===== config.mk =====
export PLATFORM = sky130hd
export DESIGN_NAME = fetch_sequencer
export DESIGN_NICKNAME = d
export VERILOG_FILES = /design/src/rtl/fetch_seq_pkg.sv /design/src/rtl/fetch_skid_fifo.sv /design/src/rtl/fetch_sequencer.sv
export SDC_FILE = /design/constraint.sdc
export NUM_CORES = 1
export LEC_CHECK = 0
export CELL_PAD_IN_SITES_DETAIL_PLACEMENT = 2
export CELL_PAD_IN_SITES_GLOBAL_PLACEMENT = 2
export CORE_MARGIN = 2
export CORE_UTILIZATION = 30
export CTS_BUF_LIST = sky130_fd_sc_hd__clkbuf_8
export DETAILED_ROUTE_END_ITERATION = 8
export MAX_ROUTING_LAYER = met4
export PLACE_DENSITY_LB_ADDON = 0.1
export SLEW_MARGIN = 5
export SYNTH_ARGS = -nofsm -noshare
export SYNTH_HDL_FRONTEND = slang
export SYNTH_HIERARCHICAL = 1
export SYNTH_SLANG_ARGS = --single-unit

===== constraint.sdc =====
create_clock -name clk -period 6.15 [get_ports clk]
set_input_delay 0.615 -clock clk [delete_from_list [all_inputs] [get_ports clk]]
set_output_delay 0.615 -clock clk [all_outputs]
set_load 0.1 [all_outputs]

===== src/rtl/fetch_seq_pkg.sv =====
// Shared types and default parameters for the instruction fetch sequencer.
package fetch_seq_pkg;

  localparam int              AW_DEF          = 8;
  localparam int              DW_DEF          = 8;
  localparam int              BUF_DEPTH_DEF   = 2;
  localparam logic [7:0]      START_PC_DEF    = 8'h00;
  localparam logic [7:0]      HALT_OPCODE_DEF = 8'hFF;

  typedef enum logic [1:0] {
    IDLE   = 2'd0,
    RUN    = 2'd1,
    HALTED = 2'd2
  } fetch_state_t;

endpackage


===== src/rtl/fetch_skid_fifo.sv =====
// Small response buffer holding {pc, instr} pairs between the fetch unit and decode.
module fetch_skid_fifo
  import fetch_seq_pkg::*;
#(
  parameter int AW    = AW_DEF,
  parameter int DW    = DW_DEF,
  parameter int DEPTH = BUF_DEPTH_DEF,
  localparam int PW   = $clog2(DEPTH),
  localparam int CW   = $clog2(DEPTH + 1)
) (
  input  logic          clk,
  input  logic          reset,
  input  logic          i_push,
  input  logic [AW-1:0] i_pushPc,
  input  logic [DW-1:0] i_pushInstr,
  input  logic          i_pop,
  input  logic          i_flush,
  output logic [CW-1:0] o_count,
  output logic          o_headValid,
  output logic [AW-1:0] o_headPc,
  output logic [DW-1:0] o_headInstr
);

  logic [AW+DW-1:0] r_mem [DEPTH];
  logic [PW-1:0]    r_wrPtr;
  logic [PW-1:0]    r_rdPtr;
  logic [CW-1:0]    r_count;

  // Flush discards everything; a push and pop together on a full buffer is legal.
  always_ff @(posedge clk or posedge reset) begin
    if (reset) begin
      r_wrPtr <= '0;
      r_rdPtr <= '0;
      r_count <= '0;
      for (int i = 0; i < DEPTH; i++) r_mem[i] <= '0;
    end else if (i_flush) begin
      r_wrPtr <= '0;
      r_rdPtr <= '0;
      r_count <= '0;
    end else begin
      if (i_push) begin
        r_mem[r_wrPtr] <= {i_pushPc, i_pushInstr};
        r_wrPtr        <= r_wrPtr + PW'(1);
      end
      if (i_pop) r_rdPtr <= r_rdPtr + PW'(1);
      case ({i_push, i_pop})
        2'b10:   r_count <= r_count + CW'(1);
        2'b01:   r_count <= r_count - CW'(1);
        default: r_count <= r_count;
      endcase
    end
  end

  assign o_count     = r_count;
  assign o_headValid = (r_count != '0);
  assign o_headPc    = r_mem[r_rdPtr][AW+DW-1:DW];
  assign o_headInstr = r_mem[r_rdPtr][DW-1:0];

endmodule


===== src/rtl/fetch_sequencer.sv =====
// Owns the program counter, issues fetches with buffer credit, and hands
// buffered instructions to decode; handles start, redirect and halt.
module fetch_sequencer
  import fetch_seq_pkg::*;
#(
  parameter int            AW          = AW_DEF,
  parameter int            DW          = DW_DEF,
  parameter logic [AW-1:0] START_PC    = START_PC_DEF,
  parameter logic [DW-1:0] HALT_OPCODE = HALT_OPCODE_DEF,
  parameter int            BUF_DEPTH   = BUF_DEPTH_DEF
) (
  input  logic          clk,
  input  logic          reset,
  input  logic          start,
  input  logic          redirect_valid,
  input  logic [AW-1:0] redirect_pc,
  output logic [AW-1:0] pc,
  input  logic [DW-1:0] fetch_instr,
  output logic          instr_valid,
  input  logic          instr_ready,
  output logic [DW-1:0] instr,
  output logic [AW-1:0] instr_pc,
  output logic          running,
  output logic          halted
);

  localparam int CW = $clog2(BUF_DEPTH + 1);

  fetch_state_t  r_state;
  fetch_state_t  w_nextState;
  logic [AW-1:0] r_pc;
  logic [AW-1:0] r_tag;
  logic          r_inflight;
  logic [CW-1:0] w_count;
  logic          w_pop;
  logic          w_push;
  logic          w_haltAccept;
  logic          w_flush;
  logic          w_issue;
  logic [CW:0]   w_used;
  logic [CW:0]   w_limit;

  assign w_pop        = instr_valid & instr_ready;
  assign w_haltAccept = (r_state == RUN) & w_pop & (instr == HALT_OPCODE);
  assign w_flush      = redirect_valid | w_haltAccept;
  assign w_push       = r_inflight & ~w_flush;

  // The slot popped this cycle is free again by the time the new response lands.
  assign w_used  = {1'b0, w_count} + {{CW{1'b0}}, r_inflight};
  assign w_limit = (CW + 1)'(BUF_DEPTH) + {{CW{1'b0}}, w_pop};
  assign w_issue = (r_state == RUN) & ~redirect_valid & ~w_haltAccept & (w_used < w_limit);

  always_ff @(posedge clk or posedge reset) begin
    if (reset) r_state <= IDLE;
    else       r_state <= w_nextState;
  end

  always_comb begin
    w_nextState = r_state;
    unique case (r_state)
      IDLE:    if (start)        w_nextState = RUN;
      RUN:     if (w_haltAccept) w_nextState = HALTED;
      HALTED:  if (start)        w_nextState = RUN;
      default:                   w_nextState = IDLE;
    endcase
  end

  always_comb begin
    running = (r_state == RUN);
    halted  = (r_state == HALTED);
  end

  // Redirect takes priority over the halt resume point for the next PC.
  always_ff @(posedge clk or posedge reset) begin
    if (reset) begin
      r_pc       <= START_PC;
      r_tag      <= '0;
      r_inflight <= 1'b0;
    end else begin
      if (redirect_valid)    r_pc <= redirect_pc;
      else if (w_haltAccept) r_pc <= instr_pc + AW'(1);
      else if (w_issue)      r_pc <= r_pc + AW'(1);
      if (w_issue) r_tag <= r_pc;
      r_inflight <= w_issue;
    end
  end

  assign pc = r_pc;

  fetch_skid_fifo #(
    .AW    (AW),
    .DW    (DW),
    .DEPTH (BUF_DEPTH)
  ) u_fifo (
    .clk         (clk),
    .reset       (reset),
    .i_push      (w_push),
    .i_pushPc    (r_tag),
    .i_pushInstr (fetch_instr),
    .i_pop       (w_pop),
    .i_flush     (w_flush),
    .o_count     (w_count),
    .o_headValid (instr_valid),
    .o_headPc    (instr_pc),
    .o_headInstr (instr)
  );

endmodule


Yosys cells after proc, flatten, opt, wreduce, memory -nomap -nowiden
Index checks and enable logic that the tools add are counted.

word-level totals
  word-level logic and storage cells = 69
  register bits = 55

operators by class
  magnitude comparators = 4
  reductions and logical operators = 10
  bitwise logic cells = 13
  add/subtract/negate cells = 8
  eq/ne operators = 7
  mux-type cells = 18

operators with widths
  cell                 count
  $mux 16              4
  $bwmux 32            1
  $mux 8               3
  $add 8x1->8 const B  2
  $demux 16 s1         1
  $eq 8x8->1 const B   1
  $pmux 2 s2           2
  $and 1x1->1          7
  $mux 2               3
  $reduce_bool 2->1    3
  $reduce_bool 3->1    2
  $eq 2x1->1 const B   2
  $eq 2x2->1 const B   2
  $ge 2x2->1 const B   2
  $mux 1               4
  $ne 2x1->1 const B   2
  $not 1->2            2
  $reduce_and 2->1     2
  $add 2x1->3          1
  $add 2x1->3 const A  1
  $lt 3x3->1           1
  $not 1->1            3
  $add 1x1->1 const B  2
  $add 2x1->2 const B  1
  other kinds (6)      6

Logic depth before layout (Yosys ltp)
Gate-level depths: netlist of run 1.

  depth in word-level cells = 12
  depth in mapped cells = 13

Modules after synthesis
Netlist of run 1, hierarchy kept.

by module, submodules not included
  module           cells an instance  instances  area each (um^2)
  fetch_skid_fifo  105                1          1657.8
  fetch_sequencer  112                1          1206.2

Worst setup path before layout of run 1
No wires, ideal clock.

  path type = reg2reg
  from = reg u_fifo.r_rdPtr
  to = reg r_pc[4] (netlist: pc[4])
  buffers on the path = 3
  slack = 2.648 ns
  period minus slack after synthesis = 3.502 ns
  data arrival time = 3.433 ns
  data required time = 6.081 ns
  stages on the path, launching flop included = 14
  cells stage by stage = dfrtp_1 > buf_2 > buf_2 > mux2_2 > nand4_1 > nor3_4 > buf_6 > mux2_2 > ha_1 > nand3_1 > xnor2_1 > nor2_1 > a2111oi_1 > a221o_1

between the ends
  word-level cells in the longest chain between the ends = 10

ends and longest elaborated chain
  what                                           RTL line               source
  from (decl)                                    fetch_skid_fifo.sv:26  logic [PW-1:0] r_rdPtr;
  from (signal assigned)                         fetch_skid_fifo.sv:45  if (i_pop) r_rdPtr <= r_rdPtr + PW'(1);
  $not 1->2 (implied by the code) *              fetch_skid_fifo.sv:57  assign o_headInstr = r_mem[r_rdPtr][DW-1:0];
  $mux 16 (implied by the code) *                fetch_skid_fifo.sv:56  assign o_headPc = r_mem[r_rdPtr][AW+DW-1:DW];
  $mux 16 (implied by the code) * (2 in series)  fetch_skid_fifo.sv:57
  net instr[0]                                   fetch_sequencer.sv:21  output logic [DW-1:0] instr,
  $eq 8x8->1 *                                   fetch_sequencer.sv:44  assign w_haltAccept = (r_state == RUN) & w_pop & (instr == HALT_OPCODE);
  $and 1x1->1 *                                  fetch_sequencer.sv:44
  $not 1->1                                      fetch_sequencer.sv:51  assign w_issue = (r_state == RUN) & ~redirect_valid & ~w_haltAccept & (w_used < w_limit);
  $and 1x1->1 (2 in series)                      fetch_sequencer.sv:51
  $reduce_bool 3->1 (no line)                    n/a
  to (signal assigned)                           fetch_sequencer.sv:80  if (redirect_valid) r_pc <= redirect_pc;
  to (signal assigned)                           fetch_sequencer.sv:81  else if (w_haltAccept) r_pc <= instr_pc + AW'(1);
  to (signal assigned)                           fetch_sequencer.sv:82  else if (w_issue) r_pc <= r_pc + AW'(1);
  to (decl)                                      fetch_sequencer.sv:31  logic [AW-1:0] r_pc;

Mark *: on every way through the listed nets, which the timed path passes. The rest lies on a longest branch. The select of a mux whose other input is x is not followed.
A chain may end at the register's enable or synchronous reset.

Worst setup path after layout of run 1
  from = reg u_fifo.r_rdPtr
  to = reg r_pc[4] (netlist: pc[4])

between the ends
  word-level cells in the longest chain between the ends = 10

ends and longest elaborated chain
  what                                                                 RTL line
  $not 1->2 (implied by the code) *                                    fetch_skid_fifo.sv:56, fetch_skid_fifo.sv:57
  $mux 16 (implied by the code) *                                      fetch_skid_fifo.sv:56
  $mux 16 (implied by the code) * (2 in series)                        fetch_skid_fifo.sv:57
  parallel branches: the longest is 6 deep, another holds $add 8x1->8  n/a

Every way passes the cells marked *. The select of a mux whose other input is x is not followed.

==> out/metrics.csv, run 1 <==
stage;metric;value;unit
final_layout;layout_commonest_cell;dfrtp_1;
yosys;yosys.area.top_type;dfrtp_1;
die;fp.dieH;102;µm
yosys;yosys-top-cells-area;dfrtp_1, mux2_2, mux2_4, xnor2_1, xor2_1;
clocking;cts_root_buf;clkbuf_8;
yosys;ys_seq_elements;55;
final_layout;finalNetCount;288;
critical_path;critPathRequiredTime;6.41;ns
final_layout;multi_input_area;0.00140;mm²
global_route;grt_usage;0.151;
global_route;grt_overflow;0;
global_route;grt_pass1_wl;11700;µm
hold_path;hp-class;flip-flop to flip-flop;
final_layout;layout_common_cells;dfrtp_1, mux2_2, clkdlybuf4s50_1;
yosys;yosys_warnings;6;
die;dieArea;0.0103;mm²
critical_path;critPathKind;flip-flop to flip-flop;
global_route;grt.met1_usage;0.209;
clocking;cts_max_level;2;
timing;finalHoldViolations;0;
global_route;first_global_vias;2130;
route;dr.pass1.iters;4;
die;dieWidth;102;µm
yosys;synth_top_area_frac;0.481;
clocking;insertion_delay;0.31;ns
final_layout;regArea;0.00138;mm²
route;routed_via_density;4.89;
critical_path;crit_arrival;4.08;ns
route;wl_per_cell;17.9;µm
timing;rsz0062_at_grt;false;
timing;finClkSkew;0.00623;ns
critical_path;crit_buf_inv;0;
flow_run;drv_cap;0;
final_layout;antennaDiodeCount;0;
route;drtAntennaViolNets;0;
timing;max-slew-margin-rel;0.289;
route;drt_iter0_drc;23;
clocking;post_cts.repair.setup_buffers;0;
die;start_util;0.310;
clocking;cts_sinks;55;
critical_path;crit_top_cell;mux2_2;
critical_path;slowest_delay;0.84;ns
place;place_congestion;0.725;
global_route;antenna_found_initial;0;
critical_path;cp_max_fo;17;
timing;fmax;261;MHz
yosys;yosysSeqAreaShare;0.481;
yosys;yosys.cell_types.count;50;
critical_path;slowest_stage;dfrtp_1;
final_layout;drive_gt1_frac;0.302;
route;drc;0;
critical_path;path_cells;mux2_2, nand4_1, nor3_4, mux2_2, ha_1, nand3_1, xnor2_1, nor2_1, a2111oi_1, a221o_1;
clocking;path_clk_slew;0.10;ns
yosys;async_reset_ff_frac;1.00;
route;vias;1925;
yosys;synth_edf_count;0;
clocking;clockBufferDepth;2;
timing;maxSlewViolCount;0;
critical_path;cpLargestDelayFamily;simple AND/OR/NAND/NOR gates;
yosys;syn_nets;241;
clocking;cts_hold_buf;0;
global_route;busiest_layer;met2;
yosys;synth_area_per_cell;13.2;µm²
clocking;cts_tree;built;
timing;setup_viol;0;
critical_path;cp-start-kind;flip-flop;
die;io-pin-count;48;
timing;worstMarginPinSlew;1.06;ns
yosys;synth_ff_type;dfrtp_1;
global_route;gr-usage-met2;0.230;
place;hpwl;4960;µm
timing;fin_crit_sh;0.623;
run_status;status;completed;
place;port-buffer-count;47;
route;drt_wl_total;7040;µm
die;design.core.area;0.00924;mm²
timing;setup_tns;0;ns
final_layout;syn2layout_area_growth;24.6;%
die;rows;35;
global_route;grt_util_met3;0.0366;
yosys;syn_area;0.00286;mm²
critical_path;cp-end-kind;flip-flop;
clocking;cts_buffers;5;
final_layout;fillers;952;
timing;fin_crit;3.83;ns
clocking;cts_resized;0;
global_route;grt_max_degree;37;
yosys;netlist_instances;217;
[flip-flops by register name (all words and copies together), names as in the netlist]
name	cells
pc	8
r_inflight	1
r_state	2
r_tag	8
u_fifo/o_count	2
u_fifo/r_mem	32
u_fifo/r_rdPtr	1
u_fifo/r_wrPtr	1
[cell type report]
type                       instances  area share
tap                              129      0.0452
clock buffer                       5      0.0193
clock inverter                     3      0.0179
sequential                        55       0.386
timing repair buffer              48       0.134
inverter                           6     0.00631
multi-input combinational        148       0.392
[layer usage]
metal,share of wire,vias up
met4,0.0078,0
met1,0.49,998
met3,0.041,9
li1,-,879
met2,0.46,39
met5,0,-
[Yosys cell counts, types with 2 or more instances]
| master | instances |
|---|---|
| a21o_1 | 3 |
| a21oi_1 | 2 |
| a22o_2 | 2 |
| and2_1 | 2 |
| and3_1 | 4 |
| buf_2 | 2 |
| buf_6 | 2 |
| clkbuf_1 | 2 |
| dfrtp_1 | 55 |
| ha_1 | 3 |
| inv_1 | 6 |
| mux2_2 | 48 |
| mux2_4 | 10 |
| mux2i_1 | 4 |
| nand2_1 | 2 |
| nand3_1 | 10 |
| nand4_1 | 2 |
| nor2_1 | 9 |
| nor3b_1 | 3 |
| nor4b_1 | 3 |
| o21ai_0 | 2 |
| xnor2_1 | 7 |
| xor2_1 | 7 |
[path summary, 6_finish.rpt]
check | from | to | slack [ns] | depth (start not counted)
worst max-delay path | u_fifo/r_rdPtr | pc[4] | 2.32 | 10
worst min-delay path | u_fifo/r_mem[0] | u_fifo/r_mem[0] | 0.51 | 1
worst max register to register | u_fifo/r_rdPtr | pc[4] | 2.32 | 10
worst min register to register | u_fifo/r_mem[0] | u_fifo/r_mem[0] | 0.51 | 1
max in group asynchronous | reset | pc[7] | 4.84 | 2
min in group asynchronous | reset | u_fifo/o_count[1] | 0.74 | 3
[logic make-up after synthesis]
logic type | count (synthesis) | share of synthesized area
simple gates | 48 | 0.118
mux | 62 | 0.255
compound gates | 21 | 0.0594
fa+ha+maj | 3 | 0.0131
xor+xnor | 14 | 0.0428
buf+inv | 14 | 0.0315
flops | 55 | 0.481
[per-stage QoR]
stage | std cells | util | instance area, µm² | setup WS (ns) | hold slack, ns
after floorplan | 217 | - | 2860 | 2.65 | 0.474
after global placement | 386 | 0.372 | 3440 | 2.33 | 0.482
after detailed placement | 386 | 0.372 | 3440 | 2.26 | 0.491
after CTS | 394 | 0.386 | 3570 | 2.21 | 0.516
after global routing | 394 | 0.386 | 3570 | 1.90 | 0.534
final | 394 | 0.386 | 3570 | 2.32 | 0.511
Power of run 1 is left out: the tool's default activity adds up to more than one toggle a clock period on the data nets, which glitch-free logic cannot reach.
==> inputs of run 2 (changes only) <==
Clock period 6.15 ns to 3.08 ns, I/O delays scaled along.
==> run 2 against run 1 <==
  * Sequential share of layout area down 0.11 points
  * Wire length up 0.63%
  * Clock skew up 0.0072 ns
  * First-iteration DRC count up 13%
  * Critical path type unchanged
==> out/metrics.csv, run 2 (synthesized netlist as in run 1, its figures left out) <==
stage;metric;value;unit;change
final_layout;multi_input_area;0.00144;mm²;+3.3%
hold_path;hp-class;input pin to asynchronous set/reset pin;;
critical_path;critPathRequiredTime;3.33;ns;-3.08 ns
place;port-buffer-count;47;;unchanged
final_layout;fillers;975;;+2.4%
critical_path;reg2reg_to;pc[4];;
critical_path;reg2reg_from;u_fifo/r_rdPtr;;
timing;setup_tns;0;ns;unchanged
critical_path;cp-start-kind;flip-flop;;
global_route;first_global_vias;2146;;+0.75%
route;drc;0;;unchanged
place;place_congestion;0.688;;-5.1%
final_layout;largest_reg_flops;32;;unchanged
global_route;grt_max_degree;23;;-38%
critical_path;cp_max_fo;9;;-8
final_layout;regMostFlops;u_fifo/r_mem;;
run_status;status;completed;;
die;io-pin-count;48;;unchanged
die;design.core.area;0.00924;mm²;unchanged
route;drt_iter0_drc;26;;+13%
timing;fin_crit;2.73;ns;-1.10 ns
timing;fmax;367;MHz;+40%
timing;maxSlewViolCount;0;;unchanged
die;dieArea;0.0103;mm²;unchanged
final_layout;finalNetCount;296;;+2.8%
global_route;antenna_found_initial;0;;unchanged
clocking;cts_buffers;5;;unchanged
timing;finalHoldViolations;0;;unchanged
clocking;cts_resized;0;;unchanged
critical_path;reg2reg_depth;9;;-1
timing;holdWs;0.483;ns;-0.0279 ns
place;hpwl;5330;µm;+7.5%
die;dieWidth;102;µm;unchanged
timing;rsz0062_at_grt;false;;
critical_path;r2r_slack;0.35;ns;-1.97 ns
final_layout;drive_gt1_frac;0.429;;+0.127
die;start_util;0.310;;unchanged
route;drt_wl_total;7080;µm;+0.63%
clocking;path_clk_slew;0.11;ns;about the same
clocking;insertion_delay;0.32;ns;about the same
clocking;cts_max_level;2;;unchanged
flow_run;drv_cap;0;;unchanged
route;drtAntennaViolNets;0;;unchanged
final_layout;layout_commonest_cell;dfrtp_1;;
die;rows;35;;unchanged
timing;fin_crit_sh;0.886;;+0.263
clocking;cts_root_buf;clkbuf_8;;
global_route;grt_overflow;0;;unchanged
route;vias;1939;;+0.73%
clocking;post_cts.repair.setup_buffers;0;;unchanged
global_route;grt_usage;0.156;;+0.00478
timing;max-slew-margin-rel;0.357;;+0.0677
final_layout;regArea;0.00138;mm²;about the same
critical_path;critPathKind;flip-flop to flip-flop;;
critical_path;crit_arrival;2.98;ns;-1.10 ns
global_route;grt_pass1_wl;11900;µm;+2.2%
die;fp.dieH;102;µm;unchanged
route;wl_per_cell;17.6;µm;-1.4%
final_layout;design_area;0.00358;mm²;+0.39%
final_layout;layout_common_cells;dfrtp_1, mux2_2, buf_4;;
clocking;clockBufferDepth;2;;unchanged
timing;setup_viol;0;;unchanged
critical_path;cp-end-kind;flip-flop;;
clocking;cts_hold_buf;0;;unchanged
route;routed_via_density;4.82;;-1.3%
final_layout;antennaDiodeCount;0;;unchanged
clocking;cts_sinks;55;;unchanged
final_layout;syn2layout_area_growth;25.1;%;
clocking;cts_tree;built;;
final_layout;utilization;0.388;;+0.00149
timing;finClkSkew;0.0134;ns;+0.00716 ns
route;dr.pass1.iters;4;;unchanged
timing;worstMarginPinSlew;0.961;ns;-0.103 ns
place;placed_cell_area;0.00349;mm²;+1.6%
## run 2: cell type report
type | count | area share
sequential | 55 | 0.385
tap | 129 | 0.0451
multi-input combinational | 148 | 0.403
timing repair buffer | 56 | 0.136
clock buffer | 5 | 0.0192
inverter | 6 | 0.00629
clock inverter | 3 | 0.00629
## run 2: through the flow
step,worst slack (ns),std cells
after floorplan,0.0316,217
after global placement,0.328,394
after detailed placement,0.190,394
after CTS,0.166,402
after global routing,0.147,402
final,0.353,402
## run 2: worst max path at each step
stage / startpoint / end / depth (start not counted)
2_1_floorplan: u_fifo/r_rdPtr / pc[4] / 12
3_3_place_gp: u_fifo/r_rdPtr / pc[4] / 9
3_5_place_dp: u_fifo/r_rdPtr / pc[4] / 9
4_1_cts: u_fifo/r_rdPtr / pc[4] / 9
5_1_grt: u_fifo/r_rdPtr / pc[4] / 10
6_report: u_fifo/r_rdPtr / pc[4] / 9
## run 2: worst max-delay path, cell delays in order (launching register included)
cell       delay [ns]
dfrtp_2          0.53
mux2_4           0.24
nand4_1          0.21
nor3_4           0.36
mux2_2           0.41
ha_4             0.20
nand3_1          0.10
xor2_1           0.07
a2111oi_1        0.40
a221o_1          0.16
## run 2: routing by layer
layer / wire length, µm / track usage / vias up
met5: 0 / - / -
met4: 25 / 0.0218 / 0
met3: 195 / 0.0317 / 2
met2: 3670 / 0.264 / 23
met1: 3190 / 0.198 / 1016
li1: - / - / 898
Power of run 2 is left out for the same reason.
